**config.mk**
```make
export PLATFORM = sky130hd
export DESIGN_NAME = fb_stream_reader
export DESIGN_NICKNAME = d
export VERILOG_FILES = /design/src/rtl/fb_stream_reader_pkg.sv /design/src/rtl/fb_stream_reader_rgb444_to_rgb565.sv /design/src/rtl/fb_stream_reader.sv
export SDC_FILE = /design/constraint.sdc
export NUM_CORES = 1
export LEC_CHECK = 0
export ABC_AREA = 1
export BUFFER_PORTS_ARGS = -buffer_cell sky130_fd_sc_hd__buf_4
export CAP_MARGIN = 20
export CELL_PAD_IN_SITES_DETAIL_PLACEMENT = 0
export CELL_PAD_IN_SITES_GLOBAL_PLACEMENT = 1
export CORE_UTILIZATION = 40
export DETAILED_ROUTE_END_ITERATION = 10
export MAX_ROUTING_LAYER = met4
export PLACE_DENSITY = 0.9
export SETUP_SLACK_MARGIN = 0.05
export SLEW_MARGIN = 10
export SYNTH_ARGS = -nofsm -noshare
export SYNTH_HDL_FRONTEND = slang
export SYNTH_SLANG_ARGS = --single-unit
```
**constraint.sdc**
```tcl
create_clock -name clk -period 3.1 [get_ports clk]
set_input_delay 0.465 -clock clk [delete_from_list [all_inputs] [get_ports clk]]
set_output_delay 0.465 -clock clk [all_outputs]
set_load 0.03 [all_outputs]
```
**src/rtl/fb_stream_reader_pkg.sv**
```systemverilog
// Shared constants for the frame-buffer stream reader: pixel field widths,
// default image geometry and the reader state encoding.
`timescale 1ns/1ps
package fb_stream_reader_pkg;

  localparam int c_r444_w   = 4;
  localparam int c_g444_w   = 4;
  localparam int c_b444_w   = 4;
  localparam int c_r565_w   = 5;
  localparam int c_g565_w   = 6;
  localparam int c_b565_w   = 5;
  localparam int c_rgb444_w = c_r444_w + c_g444_w + c_b444_w;
  localparam int c_rgb565_w = c_r565_w + c_g565_w + c_b565_w;

  localparam int c_def_img_cols     = 80;
  localparam int c_def_img_rows     = 60;
  localparam int c_def_nb_img_pxls  = 13;

  typedef enum logic [1:0] {
    ST_IDLE  = 2'd0,
    ST_READ  = 2'd1,
    ST_DRAIN = 2'd2
  } fsr_state_e;

endpackage

```
**src/rtl/fb_stream_reader_rgb444_to_rgb565.sv**
```systemverilog
// RGB444 to RGB565 expansion by MSB replication; output channel order is
// selectable so the same block serves panels with swapped red/blue.
`timescale 1ns/1ps
module rgb444_to_rgb565 import fb_stream_reader_pkg::*; #(
  parameter bit c_swap_r_b = 1'b1
) (
  input  logic [c_rgb444_w-1:0] rgb444,
  output logic [c_rgb565_w-1:0] rgb565
);

  logic [c_r565_w-1:0] r5_s;
  logic [c_g565_w-1:0] g6_s;
  logic [c_b565_w-1:0] b5_s;

  // Widen each channel by repeating its top bits, then pack.
  always_comb begin
    r5_s = {rgb444[11:8], rgb444[11]};
    g6_s = {rgb444[7:4], rgb444[7:6]};
    b5_s = {rgb444[3:0], rgb444[3]};
    if (c_swap_r_b) begin
      rgb565 = {b5_s, g6_s, r5_s};
    end else begin
      rgb565 = {r5_s, g6_s, b5_s};
    end
  end

endmodule

```
**src/rtl/fb_stream_reader.sv**
```systemverilog
// Scans the frame buffer once per frame request and streams RGB565 pixels
// into the video FIFO, holding one pixel in a skid register under backpressure.
`timescale 1ns/1ps
module fb_stream_reader import fb_stream_reader_pkg::*; #(
  parameter int c_img_cols    = c_def_img_cols,
  parameter int c_img_rows    = c_def_img_rows,
  parameter int c_img_pxls    = c_img_cols * c_img_rows,
  parameter int c_nb_img_pxls = c_def_nb_img_pxls,
  parameter int c_nb_buf      = c_rgb444_w,
  parameter bit c_swap_r_b    = 1'b1,
  parameter bit c_continuous  = 1'b0
) (
  input  logic                     clk,
  input  logic                     rst_n,
  input  logic                     start,
  input  logic                     frame_sync,
  output logic [c_nb_img_pxls-1:0] fb_addr,
  input  logic [c_nb_buf-1:0]      fb_data,
  input  logic                     fifo_wfull,
  input  logic                     fifo_awfull,
  output logic                     fifo_winc,
  output logic [15:0]              fifo_wdata,
  output logic                     busy,
  output logic                     frame_done,
  output logic [7:0]               frames_cnt
);

  localparam logic [c_nb_img_pxls-1:0] c_last_addr = c_nb_img_pxls'(c_img_pxls - 1);

  fsr_state_e                 state_r, state_next_s;
  logic [c_nb_img_pxls-1:0]   addr_next_s;
  logic                       busy_next_s;
  logic                       done_s;
  logic                       rd_req_s;
  logic                       rd_valid_r;
  logic                       sync_d_r;
  logic                       sync_rise_s;
  logic                       pending_r, pending_next_s;
  logic                       skid_full_r;
  logic [15:0]                skid_data_r;
  logic [15:0]                pix_s;

  rgb444_to_rgb565 #(.c_swap_r_b(c_swap_r_b)) u_conv (
    .rgb444 (fb_data),
    .rgb565 (pix_s)
  );

  assign sync_rise_s = c_continuous & frame_sync & ~sync_d_r;

  // State register.
  always_ff @(posedge clk) begin
    if (!rst_n) begin
      state_r <= ST_IDLE;
    end else begin
      state_r <= state_next_s;
    end
  end

  // Next state, read issue and frame bookkeeping decisions.
  always_comb begin
    state_next_s   = state_r;
    addr_next_s    = fb_addr;
    busy_next_s    = busy;
    done_s         = 1'b0;
    rd_req_s       = 1'b0;
    pending_next_s = pending_r;
    case (state_r)
      ST_IDLE: begin
        if (start || sync_rise_s) begin
          state_next_s   = ST_READ;
          addr_next_s    = '0;
          busy_next_s    = 1'b1;
          pending_next_s = 1'b0;
        end else begin
          state_next_s = ST_IDLE;
        end
      end
      ST_READ: begin
        if (sync_rise_s) begin
          pending_next_s = 1'b1;
        end else begin
          pending_next_s = pending_r;
        end
        // Never issue when the FIFO or the skid could not absorb the result.
        if (!fifo_awfull && !skid_full_r) begin
          rd_req_s = 1'b1;
          if (fb_addr == c_last_addr) begin
            addr_next_s  = '0;
            state_next_s = ST_DRAIN;
          end else begin
            addr_next_s = fb_addr + c_nb_img_pxls'(1);
          end
        end else begin
          rd_req_s = 1'b0;
        end
      end
      ST_DRAIN: begin
        if (sync_rise_s) begin
          pending_next_s = 1'b1;
        end else begin
          pending_next_s = pending_r;
        end
        if (!rd_valid_r && !skid_full_r) begin
          done_s = 1'b1;
          if (pending_next_s) begin
            state_next_s   = ST_READ;
            addr_next_s    = '0;
            busy_next_s    = 1'b1;
            pending_next_s = 1'b0;
          end else begin
            state_next_s = ST_IDLE;
            busy_next_s  = 1'b0;
          end
        end else begin
          done_s = 1'b0;
        end
      end
      default: begin
        state_next_s   = ST_IDLE;
        addr_next_s    = '0;
        busy_next_s    = 1'b0;
        pending_next_s = 1'b0;
      end
    endcase
  end

  // Address, read-valid pipeline and frame status registers.
  always_ff @(posedge clk) begin
    if (!rst_n) begin
      fb_addr    <= '0;
      rd_valid_r <= 1'b0;
      busy       <= 1'b0;
      frame_done <= 1'b0;
      frames_cnt <= 8'd0;
      pending_r  <= 1'b0;
      sync_d_r   <= 1'b0;
    end else begin
      fb_addr    <= addr_next_s;
      rd_valid_r <= rd_req_s;
      busy       <= busy_next_s;
      frame_done <= done_s;
      pending_r  <= pending_next_s;
      sync_d_r   <= frame_sync;
      if (done_s) begin
        frames_cnt <= frames_cnt + 8'd1;
      end else begin
        frames_cnt <= frames_cnt;
      end
    end
  end

  // FIFO write path; a held skid pixel always goes out before fresh data.
  always_ff @(posedge clk) begin
    if (!rst_n) begin
      fifo_winc   <= 1'b0;
      fifo_wdata  <= 16'h0000;
      skid_full_r <= 1'b0;
      skid_data_r <= 16'h0000;
    end else begin
      if (skid_full_r && !fifo_wfull) begin
        fifo_winc   <= 1'b1;
        fifo_wdata  <= skid_data_r;
        skid_full_r <= rd_valid_r;
        if (rd_valid_r) begin
          skid_data_r <= pix_s;
        end else begin
          skid_data_r <= skid_data_r;
        end
      end else if (skid_full_r) begin
        fifo_winc <= 1'b0;
      end else if (rd_valid_r && !fifo_wfull) begin
        fifo_winc  <= 1'b1;
        fifo_wdata <= pix_s;
      end else if (rd_valid_r) begin
        fifo_winc   <= 1'b0;
        skid_full_r <= 1'b1;
        skid_data_r <= pix_s;
      end else begin
        fifo_winc <= 1'b0;
      end
    end
  end

endmodule

```
==> results of run 1 <==
Yosys cell counts:
cell type | number | area share
a21oi_1 | 36 | 0.073
a21oi_2 | 3 | 0.011
clkbuf_1 | 8 | 0.012
dfxtp_1 | 52 | 0.42
nor2_1 | 27 | 0.041
buf_4 | 4 | 0.012
buf_2 | 2 | 0.0041
nand2_4 | 5 | 0.023
nand2_1 | 80 | 0.12
inv_2 | 4 | 0.0061
inv_1 | 36 | 0.055
nor2_8 | 1 | 0.0081
nand3_1 | 27 | 0.055
xor2_1 | 5 | 0.018
o21a_1 | 1 | 0.0031
ha_1 | 2 | 0.010
o21ai_0 | 27 | 0.055
a21oi_4 | 1 | 0.0066
nand3b_1 | 2 | 0.0061
nor3_1 | 4 | 0.0081
nand3_2 | 1 | 0.0041
buf_12 | 1 | 0.0081
nand2_2 | 5 | 0.013
nor2_2 | 6 | 0.015
nand4_1 | 2 | 0.0051
buf_1 | 1 | 0.0015
final timing paths:
path | from | endpoint | slack [ns] | cells after the start
worst max-delay path | fifo_wfull | fifo_wdata[1]$_SDFFE_PN0P_ | 1.31 | 6
worst min-delay path | fb_data[7] | skid_data_r[10]$_SDFFE_PN0P_ | 0.44 | 3
worst max register to register | fb_addr[0]$_SDFFE_PN0P_ | fb_addr[0]$_SDFFE_PN0P_ | 1.41 | 7
worst min register to register | skid_data_r[12]$_SDFFE_PN0P_ | skid_data_r[12]$_SDFFE_PN0P_ | 0.45 | 2
worst min-delay path, delay by kind of cell:
family,cells,cell delay (ns)
AOI/OAI and AO/OA,2,0.17
buffers and inverters,1,0.08
registers in the layout, summed over array words and instances, names as in the netlist:
signal	flops
fb_addr	13
fifo_wdata	12
skid_data_r	12
frames_cnt	8
state_r	2
busy	1
fifo_winc	1
frame_done	1
rd_valid_r	1
skid_full_r	1
cell type report:
cell class | count | area (sq um)
Clock buffer | 7 | 96.3
Clock inverter | 1 | 30.0
Fill cell | 616 | 2920
Inverter | 40 | 150
Multi-Input combinational cell | 235 | 1170
Sequential cell | 52 | 1040
Tap cell | 75 | 93.8
Timing Repair Buffer | 56 | 420
stage by stage:
stage	instance area, sq um	hold slack (ns)
after floorplan	2460	0.424
after global placement	2880	0.432
after detailed placement	2880	0.437
after CTS	3010	0.433
after global routing	3010	0.434
final	3010	0.436
routing by layer:
| layer | up-vias | track usage | share of wire |
|---|---|---|---|
| li1 | 1185 | - | - |
| met1 | 1006 | 0.228 | 0.47 |
| met2 | 42 | 0.282 | 0.48 |
| met3 | 2 | 0.0420 | 0.041 |
| met4 | 0 | 0.0589 | 0.0063 |
| met5 | - | - | 0 |
kinds of logic after synthesis:
| logic type | count (synthesis) |
|---|---|
| adder cells (fa/ha/maj) | 2 |
| buffers and inverters | 56 |
| AO/OA/AOI/OAI | 68 |
| XOR/XNOR | 5 |
| flip-flops | 52 |
| AND/OR/NAND/NOR | 160 |
power groups by stage:
stage / registers [W] / logic [W] / clock network (W)
floorplan: 0.000738 / 0.000149 / 0
global placement: 0.000719 / 0.000216 / 0
detailed placement: 0.000719 / 0.000219 / 0
CTS: 0.000704 / 0.000220 / 0.000524
global route: 0.000706 / 0.000241 / 0.000552
finish: 0.000704 / 0.000217 / 0.000509
==> results.md, run 1 <==
* DRC viols at 0
* Commonest non-fill, non-tap cell in the layout: nand2_1
* Post-DP HPWL at 3750 um
* Synth Area in Compound Gates at 0.149
* Iter 0 DRT Violations at 73
* Core area at 0.00592 sq mm
* DRT Pass-1 Iters at 5
* Via Count at 2235
* Sw Pwr at 0.000382 W
* Syn Std Cell Area at 0.00246 sq mm
* Final Wtd Congestion at 0.774
* Pwr Total at 0.00143 W
* I/O Pins at 58
* Combinational power share at 0.152
* Sequential area share after synthesis at 0.423
* Maximum VDD drop at 0.244 mV
* Final hold vios at 0
* Largest family of logic cells by synthesized area: simple AND/OR/NAND/NOR gates
* Largest net degree at the start of global routing at 25
* Fin Clk Skew at 0.00576 ns
* Initial antenna violation count at 0
* Die Area at 0.00646 sq mm
* Routed WL at 5220 um
* Slowest stage delay, CP at 0.51 ns
* Adder and majority cell fraction of the synthesized area at 0.0102
* Fin cells at 466
* Slowest stage cell, crit path: nand2_1
* CTS tree: yes
* Most frequent cells in the layout: nand2_1, buf_4, dfxtp_1
* Vert. Die Dim at 80.4 um
* FF+latch count, synth at 52
* Buf+Inv Stages, Crit Path at 2
* Layout cells sized above 1 at 0.230
* # placed instances at 458
* Syn_area_per_cell at 7.17 sq um
* Worst EP arrival at 2.03 ns
* CP required at 3.34 ns
* Worst slew pin tran at 0.827 ns
* Switching Fraction at 0.267
* First-pass GRT wire length at 8740 um
* RSZ-0062 raised after global routing: no
* Worst Hold Class: in -> reg
* Crit-path leading delay family: simple AND/OR/NAND/NOR gates
* Max Cap Viol at 0
* CTS Sinks at 52
* Startpoint Class: input port
* Die width at 80.4 um
* GRT Total Usage at 0.180
* Max_slew headroom at 0.448
* Fin crit share at 0.578
* Xor/xnor share of the synthesized area at 0.0178
* Nets at 410
* Setup TNS at 0 ns
* Pins Over Slew Limit at 0
* Final setup violation count at 0
* Crit path time final at 1.79 ns
* Setup Crit Path Kind: in -> reg
* Status: finished clean
* Via/cell ratio at 4.80
* Site row count at 28
* Mapped Cells at 343
* CTS buffer count at 5
* PwrDens at 476 mW/mm^2
* Crit path max fanout at 24
* CP cell instances: buf_4 -> inv_1 -> nand2_1 -> o21ai_0 -> nand3_1 -> a21oi_1
* DRT antenna net count at 0
* Bufs on Longest Clock Path at 2
* Leakage at 1.29 nW
* Post-CTS Setup Bufs at 0
* Routed WL per cell at 11.2 um
* Post-synthesis mux area share at 0
* Internal Power at 0.00105 W
* Synth warn at 0
* Setup WS post-layout at 1.31 ns
* Clk root buf: clkbuf_8
* Clk pin slew, worst setup/hold paths at 0.10 ns
* CTS HTree Levels at 2
* CTS hold repair buffers at 0
* Grt total ovfl at 0
* Synth cell types at 26
* N_diodes at 0
* Clk pwr share at 0.356
* Clk_lat worst skew at 0.31 ns
* Reg power frac at 0.492
* Endpoint class of the critical path: flop
* Cts repair resizes at 0
* Synth Area in Simple Gates at 0.301
* Area delta synth->final at 22.2%
* Port buffer count at 56
* Pre-CTS WS at 0.984 ns
* Number of global-route vias before repair at 1929
* Initial core utilization at 0.415
* Fmax at 0.558 GHz
* Synthesized Nets at 363
* Final Core Density at 0.508
Power figures use the tool's default switching activity.
==> inputs of run 2 (changes only) <==
CORE_UTILIZATION = 34   (was 40)
PLACE_DENSITY = 0.82   (was 0.9)
clock period = 1.61 ns   (was 3.1 ns; I/O delays follow)
==> results.md, run 2 (synthesis gave the netlist of run 1 again) <==
* Fmax at 0.697 GHz
* Post-DP HPWL at 4050 um (was 3750 um)
* Leakage at 1.32 nW (was 1.29 nW)
* Fin Clk Skew at 0.00719 ns (was 0.00576 ns)
* Reg power frac at 0.524 (was 0.492)
* Worst EP arrival at 1.68 ns (was 2.03 ns)
* Slowest stage delay, CP at 0.45 ns (was 0.51 ns)
* Pins Over Slew Limit at 0 (unchanged)
* RSZ-0062 raised after global routing: no (unchanged)
* CTS Sinks at 52 (unchanged)
* Bufs on Longest Clock Path at 2 (unchanged)
* CTS buffer count at 5 (unchanged)
* Core area at 0.00691 sq mm (was 0.00592 sq mm)
* GRT Total Usage at 0.162 (was 0.180)
* Site row count at 30 (was 28)
* Initial core utilization at 0.356 (was 0.415)
* Via Count at 2283 (was 2235)
* Largest Register: fb_addr (unchanged)
* Internal Power at 0.00180 W (was 0.00105 W)
* N_diodes at 0 (unchanged)
* DRC viols at 0 (unchanged)
* Grt total ovfl at 0 (unchanged)
* Max_slew headroom at 0.650 (was 0.448)
* CTS tree: yes (unchanged)
* Final setup violation count at 0 (unchanged)
* Final hold vios at 0 (unchanged)
* Crit-path leading delay family: simple AND/OR/NAND/NOR gates (unchanged)
* Worst Hold Class: in -> reg (unchanged)
* Commonest non-fill, non-tap cell in the layout: nand2_1 (unchanged)
* Layout cells sized above 1 at 0.266 (was 0.230)
* Status: finished clean (unchanged)
* Endpoint class of the critical path: flop (unchanged)
* Switching Fraction at 0.302 (was 0.267)
* DRT Pass-1 Iters at 4 (was 5)
* CP cell instances: inv_2 -> nor2_2 -> nand2_2 -> nand2_4 -> nor2_8 -> a21oi_4 -> nand2_1 -> nor2_1 (was buf_4 -> inv_1 -> nand2_1 -> o21ai_0 -> nand3_1 -> a21oi_1)
* Final Core Density at 0.451 (was 0.508)
* Clk_lat worst skew at 0.31 ns (about the same)
* CTS HTree Levels at 2 (unchanged)
* Buf+Inv Stages, Crit Path at 1 (was 2)
* WHS Path Cells at 3 (unchanged)
* Final Wtd Congestion at 0.818 (was 0.774)
* Worst slew pin tran at 0.524 ns (was 0.827 ns)
* Worst path depth at 8 (was 6)
* CTS hold repair buffers at 0 (unchanged)
* First-pass GRT wire length at 9380 um (was 8740 um)
* Worst Hold Margin at 0.215 ns (was 0.436 ns)
* PwrDens at 830 mW/mm^2 (was 476 mW/mm^2)
* Clk pwr share at 0.294 (was 0.356)
* Crit path max fanout at 9 (was 24)
* Via/cell ratio at 4.58 (was 4.80)
* Vert. Die Dim at 87.0 um (was 80.4 um)
* Die Area at 0.00758 sq mm (was 0.00646 sq mm)
* Die width at 87.0 um (was 80.4 um)
* Clk pin slew, worst setup/hold paths at 0.10 ns (about the same)
* Maximum VDD drop at 0.433 mV (was 0.244 mV)
* Setup TNS at 0 ns (unchanged)
* Largest register FFs at 13 (unchanged)
* Worst R2R Setup Slack at 0.18 ns (was 1.41 ns)
* Largest net degree at the start of global routing at 25 (unchanged)
* Routed WL at 5670 um (was 5220 um)
* I/O Pins at 58 (unchanged)
* R2R depth at 8 (was 7)
* Number of global-route vias before repair at 2056 (was 1929)
* Largest regs: fb_addr (13), fifo_wdata (12), skid_data_r (12) (unchanged)
* Area delta synth->final at 26.7% (was 22.2%)
* Routed WL per cell at 11.4 um (was 11.2 um)
* Max Cap Viol at 0 (unchanged)
* Crit path time final at 1.43 ns
* Iter 0 DRT Violations at 130 (was 73)
* CP required at 1.86 ns (was 3.34 ns)
* Nets at 421 (was 410)
* Port buffer count at 56 (unchanged)
* Fin crit share at 0.891
* Most frequent cells in the layout: nand2_1, buf_4, dfxtp_1 (unchanged)
* Combinational power share at 0.182 (was 0.152)
* Initial antenna violation count at 0 (unchanged)
* Setup Crit Path Kind: reg -> reg (was in -> reg)
* Sw Pwr at 0.000782 W (was 0.000382 W)
* Clk root buf: clkbuf_8 (unchanged)
* Startpoint Class: flop (was input port)
* Slowest stage cell, crit path: dfxtp_1 (was nand2_1)
* DRT antenna net count at 0 (unchanged)
run 2: cell types whose count changed in the layout (fill, tap and decap cells not counted), moves of 2 or more:
cell / change
dfxtp_1: -2
nor2_1: -2
dfxtp_2: +2
nor2_4: +3
buf_4: +10
clkbuf_8: -2
run 2: per-layer routing:
layer	share of wire	GRT usage
met1	0.47	0.203
met2	0.47	0.261
met3	0.055	0.0351
met4	0.012	0.0515
met5	0	-
run 2: area by class of cell:
cell class	count	area, sq um
inverter	40	150
sequential	52	1040
clock buffer	6	72.6
tap	96	120
clock inverter	2	16.3
timing repair buffer	66	495
multi-input combinational	236	1220
fill	741	3790
run 2: metrics by stage:
stage / area, sq um / std cells / worst slack, ns / power, W
after global routing: 3120 / 498 / 0.0584 / 0.00271
after detailed placement: 2980 / 489 / 0.0138 / 0.00183
after floorplan: 2460 / 343 / 0.0650 / 0.00171
after global placement: 2980 / 489 / 0.0857 / 0.00182
final: 3120 / 498 / 0.176 / 0.00259
after CTS: 3070 / 497 / 0.0816 / 0.00259
run 2: tightest hold or removal path, delay by kind of cell:
| family | cells | cell delay [ns] |
|---|---|---|
| compound gates | 2 | 0.17 |
| buf+inv | 1 | 0.08 |
run 2: power by group through the flow:
| stage | logic [W] | registers (W) | clock network, W |
|---|---|---|---|
| CTS | 0.000448 | 0.00135 | 0.000785 |
| detailed placement | 0.000445 | 0.00138 | 0 |
| global placement | 0.000442 | 0.00138 | 0 |
| global route | 0.000520 | 0.00136 | 0.000832 |
| floorplan | 0.000288 | 0.00142 | 0 |
| finish | 0.000471 | 0.00135 | 0.000761 |
run 2: path summary, 6_finish.rpt:
check	from	to
setup reg to reg	state_r[1]$_SDFFE_PN0P_	fb_addr[3]$_SDFFE_PN0P_
setup / recovery	state_r[1]$_SDFFE_PN0P_	fb_addr[3]$_SDFFE_PN0P_
hold / removal	fb_data[2]	skid_data_r[14]$_SDFFE_PN0P_
hold reg to reg	skid_data_r[14]$_SDFFE_PN0P_	skid_data_r[14]$_SDFFE_PN0P_
run 2: what timing repair did:
item	4_1_cts	5_1_grt
buffers inserted	0	0
gates cloned	0	1
pin swaps	0	1
endpoints found under the setup margin	3	11
gates resized for setup	1	7
==> inputs of run 3 (changes only) <==
--- a/config.mk
+++ b/config.mk
@@ -11,5 +11,5 @@
 export CELL_PAD_IN_SITES_DETAIL_PLACEMENT = 0
 export CELL_PAD_IN_SITES_GLOBAL_PLACEMENT = 1
-export CORE_UTILIZATION = 34
+export CORE_UTILIZATION = 35
 export DETAILED_ROUTE_END_ITERATION = 10
 export MAX_ROUTING_LAYER = met4
@@ -19,3 +19,4 @@
 export SYNTH_ARGS = -nofsm -noshare
 export SYNTH_HDL_FRONTEND = slang
+export SYNTH_HIERARCHICAL = 1
 export SYNTH_SLANG_ARGS = --single-unit
==> constraint.sdc (replaced) <==
create_clock -name clk -period 1.61 [get_ports clk]
set_input_delay 0.161 -clock clk [delete_from_list [all_inputs] [get_ports clk]]
set_output_delay 0.161 -clock clk [all_outputs]
set_load 0.03 [all_outputs]
==> results.md, run 3 <==
* Most used cell, CP: nor2_2
* FILL cells at 843 (was 741)
* Slowest stage cell, crit path: dfxtp_2 (was dfxtp_1)
* Nets at 456 (was 421)
* Post-synth EDFFs at 0 (unchanged)
* Synth warn at 6 (was 0)
* Mapped Cells at 386 (was 343)
* Grt total ovfl at 0 (unchanged)
* Maximum VDD drop at 0.482 mV (was 0.433 mV)
* CP cell instances: ha_2 -> nand3_2 -> nor2_2 -> nand3_1 -> nand2_2 -> a21oi_4 -> buf_4 -> nand2_1 -> nor2_2 (was inv_2 -> nor2_2 -> nand2_2 -> nand2_4 -> nor2_8 -> a21oi_4 -> nand2_1 -> nor2_1)
* FF+latch count, synth at 60 (was 52)
* Synth cell types at 31 (was 26)
* Area delta synth->final at 24.9% (was 26.7%)
* Crit path max fanout at 4 (was 9)
* Synthesized Nets at 406 (was 363)
* CTS buffer count at 9 (was 5)
* Number of global-route vias before repair at 2344 (was 2056)
* N_diodes at 0 (unchanged)
* Via Count at 2500 (was 2283)
* Worst slew pin tran at 0.340 ns (was 0.524 ns)
* Initial antenna violation count at 0 (unchanged)
* DRC viols at 0 (unchanged)
* Endpoint class of the critical path: flop (unchanged)
* Site row count at 32 (was 30)
* Via/cell ratio at 4.61 (was 4.58)
* CTS HTree Levels at 3 (was 2)
* Sequential area share after synthesis at 0.425 (was 0.423)
* GRT Total Usage at 0.159 (was 0.162)
* Syn_area_per_cell at 7.32 sq um (was 7.17 sq um)
* Dominant synthesized flop cell: dfxtp_1 (unchanged)
* Fin Clk Skew at 0.0104 ns (was 0.00719 ns)
* DRT Pass-1 Iters at 6 (was 4)
* Crit path time final at 1.44 ns (was 1.43 ns)
* CTS Sinks at 60 (was 52)
* Worst Hold Margin at 0.111 ns (was 0.215 ns)
* Routed WL per cell at 10.9 um (was 11.4 um)
* Worst EP arrival at 1.67 ns (was 1.68 ns)
* Max Cap Viol at 0 (unchanged)
* Pwr Total at 0.00356 W (was 0.00259 W)
* Fmax at 0.694 GHz (was 0.697 GHz)
* Clk_lat worst skew at 0.34 ns (was 0.31 ns)
* Final Wtd Congestion at 0.748 (was 0.818)
* RSZ-0062 raised after global routing: no (unchanged)
* Bufs on Longest Clock Path at 2 (unchanged)
* Most frequent cells in the layout: nand2_1, buf_4, dfxtp_1 (unchanged)
* Startpoint Class: flop (unchanged)
* Worst Hold Class: in -> reg (unchanged)
* Iter 0 DRT Violations at 101 (was 130)
* Largest regs: fifo_wdata (16), skid_data_r (16), fb_addr (13) (was fb_addr (13), fifo_wdata (12), skid_data_r (12))
* Post-DP HPWL at 4180 um (was 4050 um)
* Layout cells sized above 1 at 0.252 (was 0.266)
* Clk root buf: clkbuf_8 (unchanged)
* Slowest stage delay, CP at 0.36 ns (was 0.45 ns)
* I/O Pins at 58 (unchanged)
* Max_slew headroom at 0.772 (was 0.650)
* Status: finished clean (unchanged)
* Final setup violation count at 0 (unchanged)
* DRT antenna net count at 0 (unchanged)
* Clk pin slew, worst setup/hold paths at 0.07 ns (was 0.10 ns)
* Synth area leaders: dfxtp_1, nand2_1, a21oi_1, o21ai_0, inv_1 (was dfxtp_1, nand2_1, a21oi_1, inv_1, nand3_1)
* Most common library cells after synthesis: nand2_1, dfxtp_1, inv_1 (was nand2_1, dfxtp_1, a21oi_1, inv_1)
* Leakage at 1.47 nW (was 1.32 nW)
* PwrDens at 1010 mW/mm^2 (was 830 mW/mm^2)
* Port buffer count at 56 (unchanged)
* Initial core utilization at 0.364 (was 0.356)
* CP required at 1.84 ns (was 1.86 ns)
* Async S/R FF share, synth at 0 (unchanged)
* Core area at 0.00777 sq mm (was 0.00691 sq mm)
* Share of the synthesized area in the top cell type at 0.425 (was 0.423)
* Largest net degree at the start of global routing at 33 (was 25)
* Syn Std Cell Area at 0.00282 sq mm (was 0.00246 sq mm)
* CTS tree: yes (unchanged)
* Final Core Density at 0.454 (was 0.451)
* Routed WL at 5910 um (was 5670 um)
* Setup TNS at 0 ns (unchanged)
* Fin crit share at 0.896 (was 0.891)
* Vert. Die Dim at 91.8 um (was 87.0 um)
* Pins Over Slew Limit at 0 (unchanged)
* Commonest non-fill, non-tap cell in the layout: nand2_1 (unchanged)
* Die width at 91.8 um (was 87.0 um)
* Most numerous cell in the Yosys netlist: nand2_1 (unchanged)
* CTS hold repair buffers at 0 (unchanged)
* Area leader, netlist: dfxtp_1 (unchanged)
* First-pass GRT wire length at 10300 um (was 9380 um)
* Die Area at 0.00843 sq mm (was 0.00758 sq mm)
* Final hold vios at 0 (unchanged)
* Setup Crit Path Kind: reg -> reg (unchanged)
run 3: cell types whose count changed after synthesis, sizes merged, moves of 2 or more:
cell / before / now
buf: 8 / 21
inv: 40 / 46
nand3: 28 / 30
nand2: 90 / 83
dfxtp: 52 / 60
o21ai: 27 / 36
xnor2: 0 / 2
nor3: 4 / 7
run 3: repair_timing:
item	CTS	global route
hold endpoints to repair	0	0
resized for setup	0	4
setup buffers	0	3
setup endpoints to repair	0	12
run 3: path summary, 6_finish.rpt:
check | cells after the start | startpoint | endpoint | slack, ns
worst min-delay path | 3 | fb_data[4] | skid_data_r[7]$_SDFFE_PN0P_ | 0.11
worst max register to register | 9 | fb_addr[0]$_SDFFE_PN0P_ | fb_addr[9]$_SDFFE_PN0P_ | 0.17
worst max-delay path | 9 | fb_addr[0]$_SDFFE_PN0P_ | fb_addr[9]$_SDFFE_PN0P_ | 0.17
worst min register to register | 2 | skid_data_r[14]$_SDFFE_PN0P_ | skid_data_r[14]$_SDFFE_PN0P_ | 0.44
run 3: area by class of cell:
class                      instances  area, sq um  share of cell area
inverter                          47          176              0.0500
timing repair buffer              69          518               0.147
multi-input combinational        249         1280               0.362
clock buffer                      11          151              0.0429
clock inverter                     4         72.6              0.0206
tap                              102          128              0.0362
sequential                        60         1200               0.341
run 3: layer usage:
layer	vias up	routed length, um	track usage	share of wire
met2	60	2760	0.255	0.47
li1	1321	-	-	-
met4	0	106	0.0742	0.018
met3	10	283	0.0406	0.048
met5	-	0	-	0
met1	1109	2770	0.187	0.47
run 3: through the flow:
stage | cells | area [sq um] | setup slack, ns
6_report | 542 | 3530 | 0.168
5_1_grt | 542 | 3530 | 0.0504
4_1_cts | 539 | 3490 | 0.0977
3_5_place_dp | 524 | 3270 | 0.117
3_3_place_gp | 524 | 3270 | 0.141
2_1_floorplan | 386 | 2830 | 0.160
run 3: critical path, delay by kind of cell, from the launching register on:
family	cells	cell delay (ns)
AND/OR/NAND/NOR	6	0.55
flip-flops	1	0.36
adder cells (fa/ha/maj)	1	0.19
buffers and inverters	1	0.16
AO/OA/AOI/OAI	1	0.07
run 3: logic make-up (layout without fill, tap and decap cells):
group	count (synthesis)	count (layout)	share of synthesized area
fa+ha+maj	2	2	0.00886
compound gates	78	78	0.143
buf+inv	77	131	0.129
xor+xnor	8	8	0.0248
simple gates	161	161	0.269
flops	60	60	0.425
run 3: power breakdown:
| part | total (W) | internal, W | leakage, nW | switching (W) |
|---|---|---|---|---|
| Sequential | 0.00157 | 0.00153 | 0.486 | 0.0000317 |
| Combinational | 0.000458 | 0.000175 | 0.875 | 0.000283 |
| Clock | 0.00153 | 0.000945 | 0.111 | 0.000590 |
| Total | 0.00356 | 0.00265 | 1.47 | 0.000905 |
